<file path="config.mk">
export PLATFORM = sky130hd
export DESIGN_NAME = wb_port_arbiter
export DESIGN_NICKNAME = d
export VERILOG_FILES = /design/src/rtl/wb_arb_pkg.sv /design/src/rtl/wb_arb_perf.sv /design/src/rtl/wb_port_arbiter.sv
export SDC_FILE = /design/constraint.sdc
export NUM_CORES = 1
export LEC_CHECK = 0
export CAP_MARGIN = 10
export CORE_AREA = 2 2 81 83
export CTS_CLUSTER_SIZE = 8
export DETAILED_ROUTE_END_ITERATION = 7
export DIE_AREA = 0 0 83 85
export GPL_ROUTABILITY_DRIVEN = 0
export PLACE_DENSITY_LB_ADDON = 0.3
export SYNTH_ARGS = -nofsm -noshare
export SYNTH_HDL_FRONTEND = slang
export SYNTH_SLANG_ARGS = --single-unit
</file>
<file path="constraint.sdc">
create_clock -name clk -period 4.6 [get_ports clk]
set_clock_uncertainty 0.05 [all_clocks]
set_input_delay 0.69 -clock clk [delete_from_list [all_inputs] [get_ports clk]]
set_output_delay 0.69 -clock clk [all_outputs]
set_load 0.02 [all_outputs]
</file>
<file path="src/rtl/wb_arb_pkg.sv">
// wb_arb_pkg: shared types and constants for the writeback port arbiter
package wb_arb_pkg;
  localparam int REG_ADDR_W = 5;
  localparam logic WB_SRC_PIPE = 1'b0;
  localparam logic WB_SRC_LLU = 1'b1;
  typedef enum logic [1:0] {IDLE, WAIT, FORCE} state_t;
endpackage

</file>
<file path="src/rtl/wb_arb_perf.sv">
// wb_arb_perf: three saturating event counters for the writeback arbiter
//  clk, reset (async, active-low)
//  conflict_i / force_i / drop_i : one-cycle increment strobes
//  perf_conflict_o / perf_force_o / perf_drop_o : PERF_W-bit saturating counts
module wb_arb_perf #(
  parameter int PERF_W = 16
) (
  input  logic              clk,
  input  logic              reset,
  input  logic              conflict_i,
  input  logic              force_i,
  input  logic              drop_i,
  output logic [PERF_W-1:0] perf_conflict_o,
  output logic [PERF_W-1:0] perf_force_o,
  output logic [PERF_W-1:0] perf_drop_o
);
  logic [PERF_W-1:0] conflict_q, force_q, drop_q;
  logic [PERF_W-1:0] conflict_d, force_d, drop_d;
  always_comb begin
    conflict_d = conflict_q + PERF_W'(conflict_i && !(&conflict_q));
    force_d    = force_q + PERF_W'(force_i && !(&force_q));
    drop_d     = drop_q + PERF_W'(drop_i && !(&drop_q));
  end
  always_ff @(posedge clk or negedge reset) begin
    if (!reset) begin
      conflict_q <= '0;
      force_q    <= '0;
      drop_q     <= '0;
    end else begin
      conflict_q <= conflict_d;
      force_q    <= force_d;
      drop_q     <= drop_d;
    end
  end
  assign perf_conflict_o = conflict_q;
  assign perf_force_o    = force_q;
  assign perf_drop_o     = drop_q;
endmodule

</file>
<file path="src/rtl/wb_port_arbiter.sv">
// wb_port_arbiter: shares the regfile write port between MEM/WB and a long-latency unit
//  clk, reset (async, active-low)
//  pipe_rw/pipe_rd/pipe_data : MEM/WB write request (has priority)
//  llu_valid/llu_rd/llu_data : pending LLU result, held until llu_ready
//  llu_ready  : LLU result granted or dropped this cycle (combinational)
//  pipe_stall : pipeline hold while a starved LLU result is forced through
//  rf_we/rf_waddr/rf_wdata/wb_src : registered regfile write and its source
//  perf_conflict/perf_force/perf_drop : event counters, present only with WB_PERF_EN
module wb_port_arbiter
  import wb_arb_pkg::*;
#(
  parameter int STARVE_LIMIT = 4,
  parameter int XLEN = 32
`ifdef WB_PERF_EN
  , parameter int PERF_W = 16
`endif
) (
  input  logic                  clk,
  input  logic                  reset,
  input  logic                  pipe_rw,
  input  logic [REG_ADDR_W-1:0] pipe_rd,
  input  logic [XLEN-1:0]       pipe_data,
  input  logic                  llu_valid,
  input  logic [REG_ADDR_W-1:0] llu_rd,
  input  logic [XLEN-1:0]       llu_data,
  output logic                  llu_ready,
  output logic                  pipe_stall,
  output logic                  rf_we,
  output logic [REG_ADDR_W-1:0] rf_waddr,
  output logic [XLEN-1:0]       rf_wdata,
  output logic                  wb_src
`ifdef WB_PERF_EN
  , output logic [PERF_W-1:0]   perf_conflict
  , output logic [PERF_W-1:0]   perf_force
  , output logic [PERF_W-1:0]   perf_drop
`endif
);
  localparam int CNT_W = $clog2(STARVE_LIMIT + 1);
  state_t state_q, state_d;
  logic [CNT_W-1:0] cnt_q, cnt_d;
  logic rf_we_q, rf_we_d, wb_src_q, wb_src_d;
  logic [REG_ADDR_W-1:0] rf_waddr_q, rf_waddr_d;
  logic [XLEN-1:0] rf_wdata_q, rf_wdata_d;
  logic pipe_wr, llu_live, same_rd, grant_pipe, grant_llu, drop;
  assign pipe_wr  = pipe_rw && pipe_rd != '0;
  assign llu_live = llu_valid && llu_rd != '0;
  assign same_rd  = pipe_wr && llu_live && pipe_rd == llu_rd;
  always_comb begin
    state_d    = state_q;
    cnt_d      = cnt_q;
    grant_pipe = 1'b0;
    grant_llu  = 1'b0;
    drop       = 1'b0;
    case (state_q)
      IDLE: begin
        grant_pipe = pipe_wr;
        grant_llu  = llu_live && !pipe_wr;
        drop       = same_rd;
        if (llu_live && pipe_wr && !same_rd) begin
          state_d = WAIT;
          cnt_d   = CNT_W'(1);
        end
      end
      WAIT: begin
        grant_pipe = pipe_wr;
        grant_llu  = llu_live && !pipe_wr;
        drop       = same_rd;
        if (!llu_live || !pipe_wr || same_rd) begin
          state_d = IDLE;
          cnt_d   = '0;
        end else if (cnt_q == CNT_W'(STARVE_LIMIT)) begin
          state_d = FORCE;
        end else begin
          cnt_d = cnt_q + CNT_W'(1);
        end
      end
      FORCE: begin
        // MEM/WB is frozen and re-presents its request, so only the LLU writes here
        grant_llu = llu_live;
        state_d   = IDLE;
        cnt_d     = '0;
      end
      default: begin
        state_d = IDLE;
        cnt_d   = '0;
      end
    endcase
    rf_we_d    = grant_pipe || grant_llu;
    wb_src_d   = grant_llu ? WB_SRC_LLU : WB_SRC_PIPE;
    rf_waddr_d = grant_llu ? llu_rd : grant_pipe ? pipe_rd : rf_waddr_q;
    rf_wdata_d = grant_llu ? llu_data : grant_pipe ? pipe_data : rf_wdata_q;
  end
  always_ff @(posedge clk or negedge reset) begin
    if (!reset) begin
      state_q    <= IDLE;
      cnt_q      <= '0;
      rf_we_q    <= 1'b0;
      rf_waddr_q <= '0;
      rf_wdata_q <= '0;
      wb_src_q   <= WB_SRC_PIPE;
    end else begin
      state_q    <= state_d;
      cnt_q      <= cnt_d;
      rf_we_q    <= rf_we_d;
      rf_waddr_q <= rf_waddr_d;
      rf_wdata_q <= rf_wdata_d;
      wb_src_q   <= wb_src_d;
    end
  end
  // Results for x0 are consumed without a write in every state
  assign llu_ready  = grant_llu || drop || (llu_valid && llu_rd == '0);
  assign pipe_stall = state_q == FORCE;
  assign rf_we      = rf_we_q;
  assign rf_waddr   = rf_waddr_q;
  assign rf_wdata   = rf_wdata_q;
  assign wb_src     = wb_src_q;
`ifdef WB_PERF_EN
  wb_arb_perf #(.PERF_W(PERF_W)) u_perf (
    .clk             (clk),
    .reset           (reset),
    .conflict_i      (state_q == WAIT),
    .force_i         (state_q != FORCE && state_d == FORCE),
    .drop_i          (drop),
    .perf_conflict_o (perf_conflict),
    .perf_force_o    (perf_force),
    .perf_drop_o     (perf_drop)
  );
`endif
endmodule

</file>
======== After elaboration in Yosys (flattened, before gate mapping) ========
Index checks and enable logic that the tools add are counted.
word-level totals
  register bits ........................... 44
  input bits .............................. 78
  word-level logic and storage cells ...... 53
cells by class
  add/sub/neg operators ................... 1
  equal/unequal tests ..................... 7
  mux-type cells .......................... 16
  reduce and logical (&&, ||, !) cells .... 23
operators by type and width
  operator             number
  $mux 32              2
  $mux 5               2
  $reduce_bool 5->1    2
  $mux 3               3
  $logic_and 1x1->1    7
  $mux 2               3
  $ne 3x3->1 const B   2
  $pmux 3 s2           1
  $eq 5x5->1           1
  $logic_not 5->1      1
  $logic_or 1x1->1     5
  $pmux 2 s2           1
  $reduce_and 2->1     2
  $add 3x1->3 const B  1
  $eq 3x3->1 const B   1
  $logic_not 1->1      3
  $mux 1               3
  $eq 2x1->1 const B   1
  $eq 2x2->1 const B   1
  $logic_not 2->1      1
  $ne 2x2->1 const B   1
  $pmux 1 s2           1
  $reduce_bool 2->1    1
  $reduce_or 2->1      1

======== Depth between registers and ports, before layout ========
Gate-level depths: netlist of run 1.
  depth after elaboration ................. 8
  mapped depth ............................ 7

======== Worst setup path before layout of run 1 ========
No wires, ideal clock.
  path kind ............................... input to output
  start ................................... in pipe_rd[1]
  end ..................................... out llu_ready
  arrival ................................. 2.113 ns
  path slack .............................. 1.747 ns
  cell stages on the path ................. 6
  cells stage by stage .................... or4_4 > o21ai_4 > nor2_2 > a211oi_2 > buf_2 > a21o_1
on the way
  word-level cells in the longest chain between the ends .. 7
  elaborated cells between the ends (all ways) .. 11
RTL lines
  item                           line                                          source
  from (decl)                    wb_port_arbiter.sv:21                         input logic [REG_ADDR_W-1:0] pipe_rd,
  $reduce_bool 5->1              wb_port_arbiter.sv:45                         assign pipe_wr = pipe_rw && pipe_rd != '0;
  $logic_and 1x1->1              wb_port_arbiter.sv:45
  $logic_not 1->1                wb_port_arbiter.sv:57, wb_port_arbiter.sv:66
  $logic_and 1x1->1              wb_port_arbiter.sv:57, wb_port_arbiter.sv:66
  $pmux 1 s2                     wb_port_arbiter.sv:54                         case (state_q)
  named net grant_llu            wb_port_arbiter.sv:44                         logic pipe_wr, llu_live, same_rd, grant_pipe, grant_llu, drop;
  $logic_or 1x1->1 (2 in a row)  wb_port_arbiter.sv:111                        assign llu_ready = grant_llu || drop || (llu_valid && llu_rd == '0);
  to (decl)                      wb_port_arbiter.sv:26                         output logic llu_ready,
The timed path passes the listed nets, and every way through them passes these cells.

======== Worst setup path after layout of run 1 ========
  start ................................... in pipe_rd[1]
  end ..................................... out llu_ready
on the way
  word-level cells in the longest chain between the ends .. 7
  elaborated cells between the ends (all ways) .. 11
RTL lines
  item                                                  line
  $reduce_bool 5->1                                     wb_port_arbiter.sv:45
  $logic_and 1x1->1                                     wb_port_arbiter.sv:45
  $logic_not 1->1 or $logic_and 1x1->1 (tied branches)  wb_port_arbiter.sv:57, wb_port_arbiter.sv:66, wb_port_arbiter.sv:47
  $logic_and 1x1->1 (on tied branches)                  wb_port_arbiter.sv:57, wb_port_arbiter.sv:66, wb_port_arbiter.sv:47
  $pmux 1 s2 or $mux 1 (tied branches)                  wb_port_arbiter.sv:54
  $logic_or 1x1->1 (*) (2 in a row)                     wb_port_arbiter.sv:111
Every way passes the cells marked *; elsewhere a longest branch is shown, timed or not.

==> flow_summary.json, run 1 <==
{
  "status": "finished clean",
  "crit_chain": "clkdlybuf4s50_1 > or4_4 > o21ai_4 > nor2_2 > a211oi_4 > a21o_1 > clkdlybuf4s50_1",
  "worst_ep_required_time_ps": 3860,
  "finalSetupTns_ps": 0,
  "hpwl_mm": 4.22,
  "swShare": 0.279,
  "cts_buffer_depth": 2,
  "core_area_um2": 6200,
  "finalHoldViolations": 0,
  "cpPeakStageDelay_ps": 600,
  "cts-resized-gates": 0,
  "final_cell_mix": "clkdlybuf4s50_1 (117), dfrtp_1 (44), a221o_1 (37), and2_1 (19), and2_0 (19)",
  "post_drt_wl_per_cell_um": 15.8,
  "drt_first_pass_iters": 4,
  "tightest_slew_ps": 998,
  "syn_nets": 261,
  "n_antenna_cell": 0,
  "pwr-share-comb": 0.290,
  "fin_cells": 374,
  "cts-htree-levels": 2,
  "startpoint": "pipe_rd[1]",
  "portBuffers": 118,
  "final_common_cell": "clkdlybuf4s50_1",
  "holdCritPathClass": "flip-flop to flip-flop",
  "syn_avg_cell_area_um2": 11.6,
  "syn_area_um2": 2100,
  "r2r_setup_slack_ps": 2530,
  "final_antenna_net_count": 0,
  "vdd_drop_max_mv": 0.144,
  "post-cts-setup-buffers": 0,
  "ys_seq_area_frac": 0.524,
  "finalWorstSetupSlack_ps": 777,
  "r2r-end": "rf_wdata[15]",
  "pre_cts_slack_ps": 756,
  "drtIter0Drc": 88,
  "drv_cap": 0,
  "intPower_uw": 707,
  "vias": 1897,
  "synth_seq_cells": 44,
  "critPathMaxFanout": 22,
  "crit_buf_inv": 2,
  "dp_cells": 366,
  "seqPwrFrac": 0.455,
  "grt_max_degree": 45,
  "worst_path_max_delay_cell": "clkdlybuf4s50_1",
  "cts_num_sinks": 44,
  "grt_pass1_vias": 1854,
  "nets": 376,
  "grt_pass1_wl_mm": 9.43,
  "die_w_um": 83,
  "power_frac_clock": 0.254,
  "cts_hold_buf": 0,
  "crit-reg2reg-launch": "state_q[1]",
  "drive_above_1_share": 0.0539,
  "grtUsageTotal": 0.167,
  "initial_core_util": 0.338,
  "start_kind": "primary input",
  "crit_type": "primary input to output pin",
  "hold_path_depth": 1,
  "postSynthCellCount": 181,
  "switchingPower_uw": 273,
  "path_clk_slew_ps": 80,
  "finalCriticalPeriod_ps": 3820,
  "drt_wl_total_mm": 5.90,
  "io_pins": 119,
  "post-route-util": 0.552,
  "cts_tree": "done",
  "reg2reg_depth": 4,
  "slew_headroom": 0.335,
  "area_delta_synth_final_pct": 63.2,
  "die-area_um2": 7060,
  "grt_setup_unrepaired": "false",
  "fp-row-count": 29,
  "cp_common_cell": "clkdlybuf4s50_1",
  "yosys_warnings": 0,
  "dieHeight_um": 85,
  "hold_path.startpoint": "rf_wdata[24]",
  "cts_made_buffers": 5,
  "overflow": 0,
  "cts_root_buf": "clkbuf_8",
  "fin_crit_sh": 0.831,
  "synth_cell_types": 32,
  "power_density_nw_per_um2": 286,
  "slew_viol_final": 0,
  "viasPerCell": 5.07,
  "path_delay_family": "buffers and inverters",
  "antenna_found_initial": 0,
  "clock.fmax_mhz": 262,
  "setup_viol": 0,
  "drcViolationCount": 0,
  "crit_arrival_ps": 3080,
  "crit_path_end_kind": "output pin",
  "clock_latency_ps": 290,
  "p_leak_uw": 0.00138,
  "whs_endpoint": "rf_wdata[24]"
}
## Yosys cell counts
cell | number | share of area
dfrtp_1 | 44 | 0.52
o21ai_0 | 3 | 0.0071
nand4_1 | 1 | 0.0030
nand2b_1 | 1 | 0.0030
inv_1 | 4 | 0.0071
buf_6 | 1 | 0.0054
nor2_2 | 1 | 0.0030
o21bai_1 | 1 | 0.0036
nor2b_1 | 1 | 0.0030
and2_1 | 19 | 0.057
o211ai_1 | 3 | 0.011
o21ai_4 | 1 | 0.0077
a21oi_1 | 3 | 0.0071
a221o_1 | 37 | 0.18
buf_4 | 1 | 0.0036
a21o_1 | 1 | 0.0036
a41oi_1 | 1 | 0.0042
buf_2 | 5 | 0.012
ha_1 | 2 | 0.012
o21ba_2 | 1 | 0.0048
o2bb2ai_1 | 1 | 0.0042
o21ai_2 | 1 | 0.0042
nand2_1 | 7 | 0.013
o2111ai_1 | 1 | 0.0042
and2_0 | 19 | 0.057
clkbuf_1 | 6 | 0.011
or4_1 | 1 | 0.0036
xnor2_1 | 5 | 0.021
a211oi_2 | 1 | 0.0060
nand3_1 | 2 | 0.0048
or4_4 | 1 | 0.0054
nor2_1 | 5 | 0.0089
## power groups by stage
stage / sequential, uW / combinational (uW) / clock, uW
6_report: 447 / 284 / 249
5_1_grt: 452 / 304 / 279
4_1_cts: 447 / 288 / 262
3_5_place_dp: 453 / 287 / 0
3_3_place_gp: 453 / 285 / 0
2_1_floorplan: 494 / 80.4 / 0
## through the flow
step                      power (uW)  hold WS (ps)  area, um^2
final                            980           462        3430
after global routing            1040           481        3430
after CTS                        997           470        3430
after detailed placement         741           448        3340
after global placement           738           444        3340
after floorplan                  575           344        2100
## flip-flops by register name, indices dropped and copies added, names as in the netlist
name      cells
cnt_q         3
rf_waddr      5
state_q       2
wb_src        1
rf_wdata     32
rf_we         1
## worst max-delay path by stage
stage,end,slack [ps],cells after the start
global route,llu_ready,660,7
floorplan,llu_ready,1750,6
global placement,llu_ready,780,7
detailed placement,llu_ready,760,7
finish,llu_ready,780,7
CTS,llu_ready,750,7
## logic make-up after synthesis
| group | after synthesis | synth area share |
|---|---|---|
| flip-flops | 44 | 0.524 |
| buffers and inverters | 17 | 0.0387 |
| AND/OR/NAND/NOR | 58 | 0.160 |
| XOR/XNOR | 5 | 0.0209 |
| adder cells (fa/ha/maj) | 2 | 0.0119 |
| AO/OA/AOI/OAI | 55 | 0.244 |
## area by class of cell
class	count	area [um^2]
Fill cell	547	2780
Sequential cell	44	1100
Clock buffer	8	90.1
Timing Repair Buffer	121	1200
Inverter	4	15.0
Multi-Input combinational cell	120	925
Tap cell	77	96.3
## routing by layer
metal	global-route usage	share of wire	vias to the layer above
met5	0	0	-
met4	0.0671	0.022	0
met3	0.0370	0.049	10
met2	0.266	0.47	74
met1	0.222	0.45	901
li1	-	-	912
(Power assumes the default switching activity.)
==> run 2, diff against run 1 <==
==> constraint.sdc (replaced) <==
create_clock -name clk -period 4 [get_ports clk]
set_clock_uncertainty 0.05 [all_clocks]
set_input_delay 0.6 -clock clk [delete_from_list [all_inputs] [get_ports clk]]
set_output_delay 0.6 -clock clk [all_outputs]
set_load 0.02 [all_outputs]
==> run 2 against run 1 <==
Total power grew 15%. Combinational power grew 14%. Global-route usage grew 0.25 points. Sequential share of layout area is essentially flat. Non-clock buffer count is the same. Register-to-register slack lost 500 ps. Die area is the same. Critical path type unchanged. Critical endpoint unchanged. Largest cell class unchanged.
==> flow_summary.json, run 2 (synthesis gave the netlist of run 1 again) <==
{
  "status": "finished clean",
  "area_delta_synth_final_pct": 63.1,
  "vias": 1884,
  "slew_headroom": 0.336,
  "crit_path_end_kind": "output pin",
  "crit_type": "primary input to output pin",
  "cts_tree": "done",
  "n_antenna_cell": 0,
  "post-cts-setup-buffers": 0,
  "crit_arrival_ps": 2940,
  "cts_made_buffers": 5,
  "drcViolationCount": 0,
  "final_cell_mix": "clkdlybuf4s50_1 (117), dfrtp_1 (44), a221o_1 (37), and2_1 (19), and2_0 (19)",
  "crit_buf_inv": 2,
  "pre_cts_slack_ps": 406,
  "grtUsageTotal": 0.169,
  "grt_max_degree": 45,
  "cp_common_cell": "clkdlybuf4s50_1",
  "start_kind": "primary input",
  "drv_cap": 0,
  "post-route-util": 0.552,
  "cts_root_buf": "clkbuf_8",
  "cts_num_sinks": 44,
  "cpPeakStageDelay_ps": 600,
  "finalHoldViolations": 0,
  "holdCritPathClass": "primary input to asynchronous set/reset pin",
  "clock.fmax_mhz": 279,
  "nets": 376,
  "path_clk_slew_ps": 90,
  "final_antenna_net_count": 0,
  "grt_pass1_wl_mm": 9.52,
  "grt_pass1_vias": 1869,
  "viasPerCell": 5.04,
  "design_area_um2": 3420,
  "drtIter0Drc": 121,
  "fillers": 559,
  "grt_setup_unrepaired": "false",
  "portBuffers": 118,
  "worst_ep_required_time_ps": 3350,
  "slew_viol_final": 0,
  "clock_latency_ps": 290,
  "die_w_um": 83,
  "hpwl_mm": 4.19,
  "cts-htree-levels": 2,
  "drt_first_pass_iters": 4,
  "power_uw": 1120,
  "final_common_cell": "clkdlybuf4s50_1",
  "drt_wl_total_mm": 5.93,
  "overflow": 0,
  "setup_viol": 0,
  "p_leak_uw": 0.00138,
  "io_pins": 119,
  "cts_hold_buf": 0,
  "die-area_um2": 7060,
  "tightest_slew_ps": 996,
  "power_density_nw_per_um2": 329,
  "cts-resized-gates": 0,
  "core_area_um2": 6200,
  "dieHeight_um": 85,
  "antenna_found_initial": 0,
  "cts_buffer_depth": 2,
  "r2r_setup_slack_ps": 2030,
  "finalWorstSetupSlack_ps": 410,
  "place_area_um2": 3340,
  "drive_above_1_share": 0.0606,
  "largest_reg_flops": 32,
  "critPathMaxFanout": 15,
  "path_delay_family": "buffers and inverters",
  "crit_chain": "clkdlybuf4s50_1 > or4_4 > o21ai_4 > nor2_2 > a211oi_4 > a21o_1 > clkdlybuf4s50_1",
  "worst_path_max_delay_cell": "clkdlybuf4s50_1",
  "fin_crit_sh": 0.897,
  "initial_core_util": 0.338,
  "finalCriticalPeriod_ps": 3590,
  "vdd_drop_max_mv": 0.197,
  "post_drt_wl_per_cell_um": 15.9,
  "fp-row-count": 29,
  "finalSetupTns_ps": 0
}
run 2: cell count changes in the layout (fill, tap and decap cells not counted):
cell and change:
clkinv_4 +1, clkbuf_8 -1, clkinv_2 +2, clkbuf_1 -2
run 2: final timing paths:
check / cells past startpoint / to / startpoint
min in group clk: 1 / rf_wdata[18] / rf_wdata[18]
worst min-delay path: 1 / rf_wdata[13] / reset
worst max register to register: 4 / rf_wdata[23] / state_q[1]
worst max-delay path: 7 / llu_ready / pipe_rd[1]
max in group asynchronous: 1 / state_q[1] / reset
worst min register to register: 1 / rf_wdata[18] / rf_wdata[18]
run 2: area by class of cell:
cell class / count / area [um^2] / share of cell area
well taps: 77 / 96.3 / 0.0281
clock buffers: 5 / 68.8 / 0.0201
inverters: 4 / 15.0 / 0.00439
clock inverters: 3 / 18.8 / 0.00548
repair buffers: 121 / 1200 / 0.350
multi-input cells: 120 / 925 / 0.270
flip-flops and latches: 44 / 1100 / 0.322
run 2: routing by layer:
layer / track usage / part of all wire
met2: 0.274 / 0.48
met3: 0.0457 / 0.052
met1: 0.218 / 0.45
met4: 0.0656 / 0.020
met5: 0 / 0
run 2: power by group:
part           internal (uW)  switching [uW]
combinational            185             141
sequential               487            26.9
clock                    122             163
total                    794             331
run 2: stage by stage:
step / hold slack (ps) / cells
6_report: 405 / 374
5_1_grt: 484 / 374
4_1_cts: 440 / 374
3_5_place_dp: 447 / 366
3_3_place_gp: 445 / 366
2_1_floorplan: 254 / 181
